### src/rtl/register_file.sv
// 2R/1W general-purpose register file; r0 hardwired to zero, combinational reads
// with an optional same-cycle write-to-read bypass on each read port.

module register_file_rd #(
  parameter int DATA_W = 32,
  parameter int ADDR_W = 5,
  parameter int BYPASS = 1
) (
  input  logic [ADDR_W-1:0]                     addr,
  input  logic [(1<<ADDR_W)-1:0][DATA_W-1:0]    regs,
  input  logic                                  rst,
  input  logic                                  wr_en,
  input  logic [ADDR_W-1:0]                     wr_addr,
  input  logic [DATA_W-1:0]                     wr_data,
  output logic [DATA_W-1:0]                     rd_data
);
  logic hit;

  // Bypass is suppressed during reset so reads reflect the stored contents.
  assign hit = (BYPASS != 0) && wr_en && !rst && (wr_addr == addr);

  always_comb begin
    rd_data = regs[addr];
    if (addr == '0)
      rd_data = '0;
    else if (hit)
      rd_data = wr_data;
  end
endmodule

module register_file #(
  parameter int DATA_W = 32,
  parameter int ADDR_W = 5,
  parameter int BYPASS = 1
) (
  input  logic              clk,
  input  logic              rst,
  input  logic [ADDR_W-1:0] rs_addr,
  input  logic [ADDR_W-1:0] rt_addr,
  output logic [DATA_W-1:0] rs_data,
  output logic [DATA_W-1:0] rt_data,
  input  logic              wr_en,
  input  logic [ADDR_W-1:0] wr_addr,
  input  logic [DATA_W-1:0] wr_data
);
  localparam int DEPTH  = 1 << ADDR_W;
  localparam int NPORTS = 2;

  logic [DEPTH-1:0][DATA_W-1:0]  regs;
  logic [NPORTS-1:0][ADDR_W-1:0] rd_addr;
  logic [NPORTS-1:0][DATA_W-1:0] rd_data;

  // Reset wins over a concurrent write; r0 is never written.
  always_ff @(posedge clk) begin
    if (rst)
      regs <= '0;
    else if (wr_en && (wr_addr != '0))
      regs[wr_addr] <= wr_data;
  end

  assign rd_addr = {rt_addr, rs_addr};

  for (genvar p = 0; p < NPORTS; p++) begin : g_rd
    register_file_rd #(
      .DATA_W (DATA_W),
      .ADDR_W (ADDR_W),
      .BYPASS (BYPASS)
    ) u_rd (
      .addr    (rd_addr[p]),
      .regs    (regs),
      .rst     (rst),
      .wr_en   (wr_en),
      .wr_addr (wr_addr),
      .wr_data (wr_data),
      .rd_data (rd_data[p])
    );
  end

  assign rs_data = rd_data[0];
  assign rt_data = rd_data[1];
endmodule

### config.mk
export PLATFORM = sky130hd
export DESIGN_NAME = register_file
export DESIGN_NICKNAME = d
export VERILOG_FILES = /design/src/rtl/register_file.sv
export SDC_FILE = /design/constraint.sdc
export NUM_CORES = 2
export LEC_CHECK = 0
export ABC_AREA = 1
export CORE_ASPECT_RATIO = 0.8
export CORE_MARGIN = 1.5
export CORE_UTILIZATION = 33
export CTS_BUF_LIST = sky130_fd_sc_hd__clkbuf_8
export CTS_CLUSTER_DIAMETER = 200
export CTS_CLUSTER_SIZE = 8
export DETAILED_ROUTE_END_ITERATION = 8
export PLACE_DENSITY = 0.5
export SYNTH_ARGS = -nofsm -noshare
export SYNTH_HDL_FRONTEND = slang
export SYNTH_SLANG_ARGS = --single-unit
export TNS_END_PERCENT = 100
### constraint.sdc
create_clock -name clk -period 1.7 [get_ports clk]
set_input_delay 0.17 -clock clk [delete_from_list [all_inputs] [get_ports clk]]
set_output_delay 0.17 -clock clk [all_outputs]
set_load 0.02 [all_outputs]
==> results.md <==
- Entering global routing, the biggest net connects 160 pins.
- The count of pins over their slew limit is 0.
- The number of design-rule violations left by the first detailed-router iteration is 7472.
- TritonCTS built the clock tree.
- The synthesized net count is 9176.
- Summed over all cells, the static leakage comes to 34.5 nW.
- The clock drives 1024 sinks.
- The normalized max-slew margin is 36.3%.
- The initialized floorplan defines 137 standard-cell rows.
- The number of I/O port buffers is 113.
- Of the cells placed in the final design, the portion with a size suffix greater than 1 is 34.5%.
- The final worst slack is -0.895 ns.
- The sequential-to-total area share from yosys stat is 35.5%.
- Per report_power, the sequential group accounts for 44.5% of the total.
- The class of the most critical hold timing path is input pin to register.
- The setup clock skew after layout is 0 ns.
- The category of the worst setup path capture point is a primary output.
- The first-pass GRT wire length is 426000 microns.
- Leaving out fill and tap cells, the most frequent cell in the layout is nand2_1.
- In the final layout, the registers with the most flip-flops are regs x1024.
- The weighted congestion reported at the end of routability-driven placement is 0.932.
- The met3 wire length is 24000 microns.
- The boundary pin count is 114.
- The first TritonRoute pass finished after 7 iterations.
- By instance count, the cell type seen most on the critical path is nand3_2.
- The H-tree level count is 4.
- After detailed routing, the number of vias per cell comes to 5.48.
- The area of the die is 0.177 sq mm.
- Yosys mapped the design onto 27 distinct sky130hd cell types.
- The setup TNS is -44.20 ns.
- Along the worst path, the maximum fanout reaches 2.
- regs holds more flip-flops than any other register.
- The overall routed net length is 293000 microns.
- TritonCTS created 145 clock buffers.
- The total via count in the routed design is 67300.
- The worst-case vdd ir drop is 0.000828 V.
- The share of total power dissipated in the clock network is 33.1%.
- For this design, the slowest cell found on the critical path is dfxtp_2.
- The checks that failed: negative setup slack.
- The synthesized area per cell is 6.33 sq um.
- Leaving out filler cells and counting taps, the final layout contains 12300.
- In the layout the commonest cells are nand2_1, nor2_1, buf_4.
- OpenSTA, run right after detailed placement, puts the worst setup slack at -1.10 ns.
- The clock latency on the worst-skew pair is 0.92 ns.
- The internal portion of the total power is 36.5 mW.
- After detailed placement, the design holds a cell count of 12100.
- The number of flip-flops in the largest register is 1024.
- The number of global-route vias before repair was 62400.
- The clock-pin transition on the worst setup and hold timing paths is 0.07 ns.
- The reported net switching power is 18.3 mW.
- For this run, the slowest stage of the critical path takes 0.33 ns.
- The post-route worst hold slack is 0.0676 ns.
- From synthesis to final layout, the design area changed by 39.2%.
- The top metal layer carrying routed signals is met5.
- The overall fraction of global-route tracks in use is 31.9%.
- The net count of the finished layout is 10000.
- The number of antenna violations at the first check in global routing is 12.
- The total grt overflow is 0.
- The horizontal die dimension is 471 microns.
- Setup repair after global routing could not meet its margin everywhere.
- In this run the power density over the cells is 682 mW/mm^2.
- The number of hold violations in the final report is 0.
- During synthesis, Yosys emitted a total of 0 warnings.
- The die is 377 microns tall.
- The clock period minus worst slack is 2.59 ns.
- The number of fill cells in the layout is 17300.
- The finished cells cover 0.0804 sq mm.
- The final routed DRC violation total is 0.
- The area of the core is 0.174 sq mm.
- The synthesized area is 0.0577 sq mm.
- The wire length per cell is 23.9 microns.
- The clock root buffer is clkbuf_8.
- The element type at the critical path start is a register.
- The longest clock path from root to sink contains 3 buffers.
- The proportion of power drawn by combinational gates is 22.4%.
- The number of nets still failing antenna checks after routing is 0.
- Setup violations remaining at the end of the flow were counted as 64.
- Walking the worst path, the cells encountered are inv_2 -> buf_6 -> nand2_2 -> o211ai_1 -> nand3_2 -> nand3_2 -> nand3_2 -> nand2_4 -> a21oi_4 -> buf_12.
- For the pin with the worst max-slew slack, the measured transition is 0.956 ns.
- Summed over all nets, the half-perimeter wirelength after detailed placement is 187000 microns.
- The wire length on met1 is 124000 microns.
- The flow ran to the end, but the final reports show violations.
- The count of buffer and inverter cells on the critical path is 3.
- The flip-flop and latch count after synthesis is 1024.
- The classification of the worst setup path is register to primary output.
- The number of cells produced by synthesis is 9126.
- STA puts the critical path data required time at 1.53 ns.
- The worst path uses 153% of the clock period.
- Net switching is 33.4% of the power.
- The upper clock frequency limit is 0.385 GHz.
- The share of the core filled with cells is 46.2%.
- The gate family responsible for the most delay along the worst path is simple AND/OR/NAND/NOR gates.
- The power consumption is 54.8 mW.
- The number of maximum-capacitance constraint violations is 0.
- The signal arrival time at the worst endpoint is 2.42 ns.
- Detailed routing placed a total of 126000 microns of wire on met2.
- After detailed placement, the total cell area comes to 0.0716 sq mm.
- For this configuration, the core starts out at a cell density of 33.2%.
-- repair_timing --
item,4_1_cts,5_1_grt
hold buffers,4,0
buffers inserted,51,28
pin swaps,456,547
cloned,2,0
endpoints found under the hold margin,11,0
gates resized for setup,1173,1055
endpoints found under the setup margin,64,95
-- power groups by stage --
stage / Combinational [mW] / Sequential, mW / Clock, mW
after floorplan: 5.30 / 24.9 / 0
after global placement: 10.5 / 24.9 / 0
after global routing: 12.9 / 24.4 / 19.4
after CTS: 11.4 / 24.4 / 18.5
final: 12.3 / 24.4 / 18.2
after detailed placement: 10.5 / 24.9 / 0
-- synthesized netlist by cell type (all sizes together) --
cell type  instances  area share, %
nand2           2156             14
nand3           1542             13
nor2            1150            7.6
dfxtp           1024             36
inv              952            6.2
a211oi           854             11
clkbuf           597            3.9
buf              258            2.0
a21oi            237            2.1
o211ai           178            2.3
o21ai            128            1.1
or2               29           0.31
nor3              12           0.11
o22ai              4          0.043
xor2               3          0.046
clkinv             1         0.0065
nand4              1          0.011
-- routing by layer --
| metal | track usage (%) | vias to the layer above |
|---|---|---|
| met2 | 48.7 | 3152 |
| met4 | 18.2 | 4 |
| met3 | 5.14 | 751 |
| met1 | 42.6 | 31800 |
| met5 | 0 | - |
| li1 | - | 31600 |
-- cells by family (layout without fill, tap and decap cells) --
group	after synthesis	count (layout)	synth area share, %
AND/OR/NAND/NOR	4890	4890	35.4
buffers and inverters	1808	2673	12.1
other	0	5	0
XOR/XNOR	3	3	0.0455
flip-flops	1024	1024	35.5
AO/OA/AOI/OAI	1401	1401	16.9
-- worst register-to-register path: cells and delay by family (launching register included) --
kind | cells | cell delay (ns)
buf+inv | 3 | 0.36
flops | 1 | 0.33
compound gates | 1 | 0.06
simple gates | 1 | 0.05
-- cell type report --
cell class / count / area [sq um] / area share (%)
clock buffer: 149 / 2050 / 2.55
antenna: 5 / 12.5 / 0.0156
multi-input combinational: 6294 / 35400 / 44.0
inverter: 953 / 3660 / 4.55
clock inverter: 11 / 91.3 / 0.114
sequential: 1024 / 20900 / 26.0
timing repair buffer: 1560 / 15400 / 19.1
tap: 2293 / 2870 / 3.57
-- worst paths after layout --
check	endpoint	startpoint	cells after the start	slack [ns]
setup / recovery	rs_data[29]	regs[893]$_SDFFE_PP0P_	10	-0.89
hold / removal	regs[181]$_SDFFE_PP0P_	wr_data[21]	4	0.07
setup reg to reg	regs[78]$_SDFFE_PP0P_	regs[78]$_SDFFE_PP0P_	5	0.76
hold reg to reg	regs[30]$_SDFFE_PP0P_	regs[30]$_SDFFE_PP0P_	2	0.45
(Power assumes the default switching activity.)
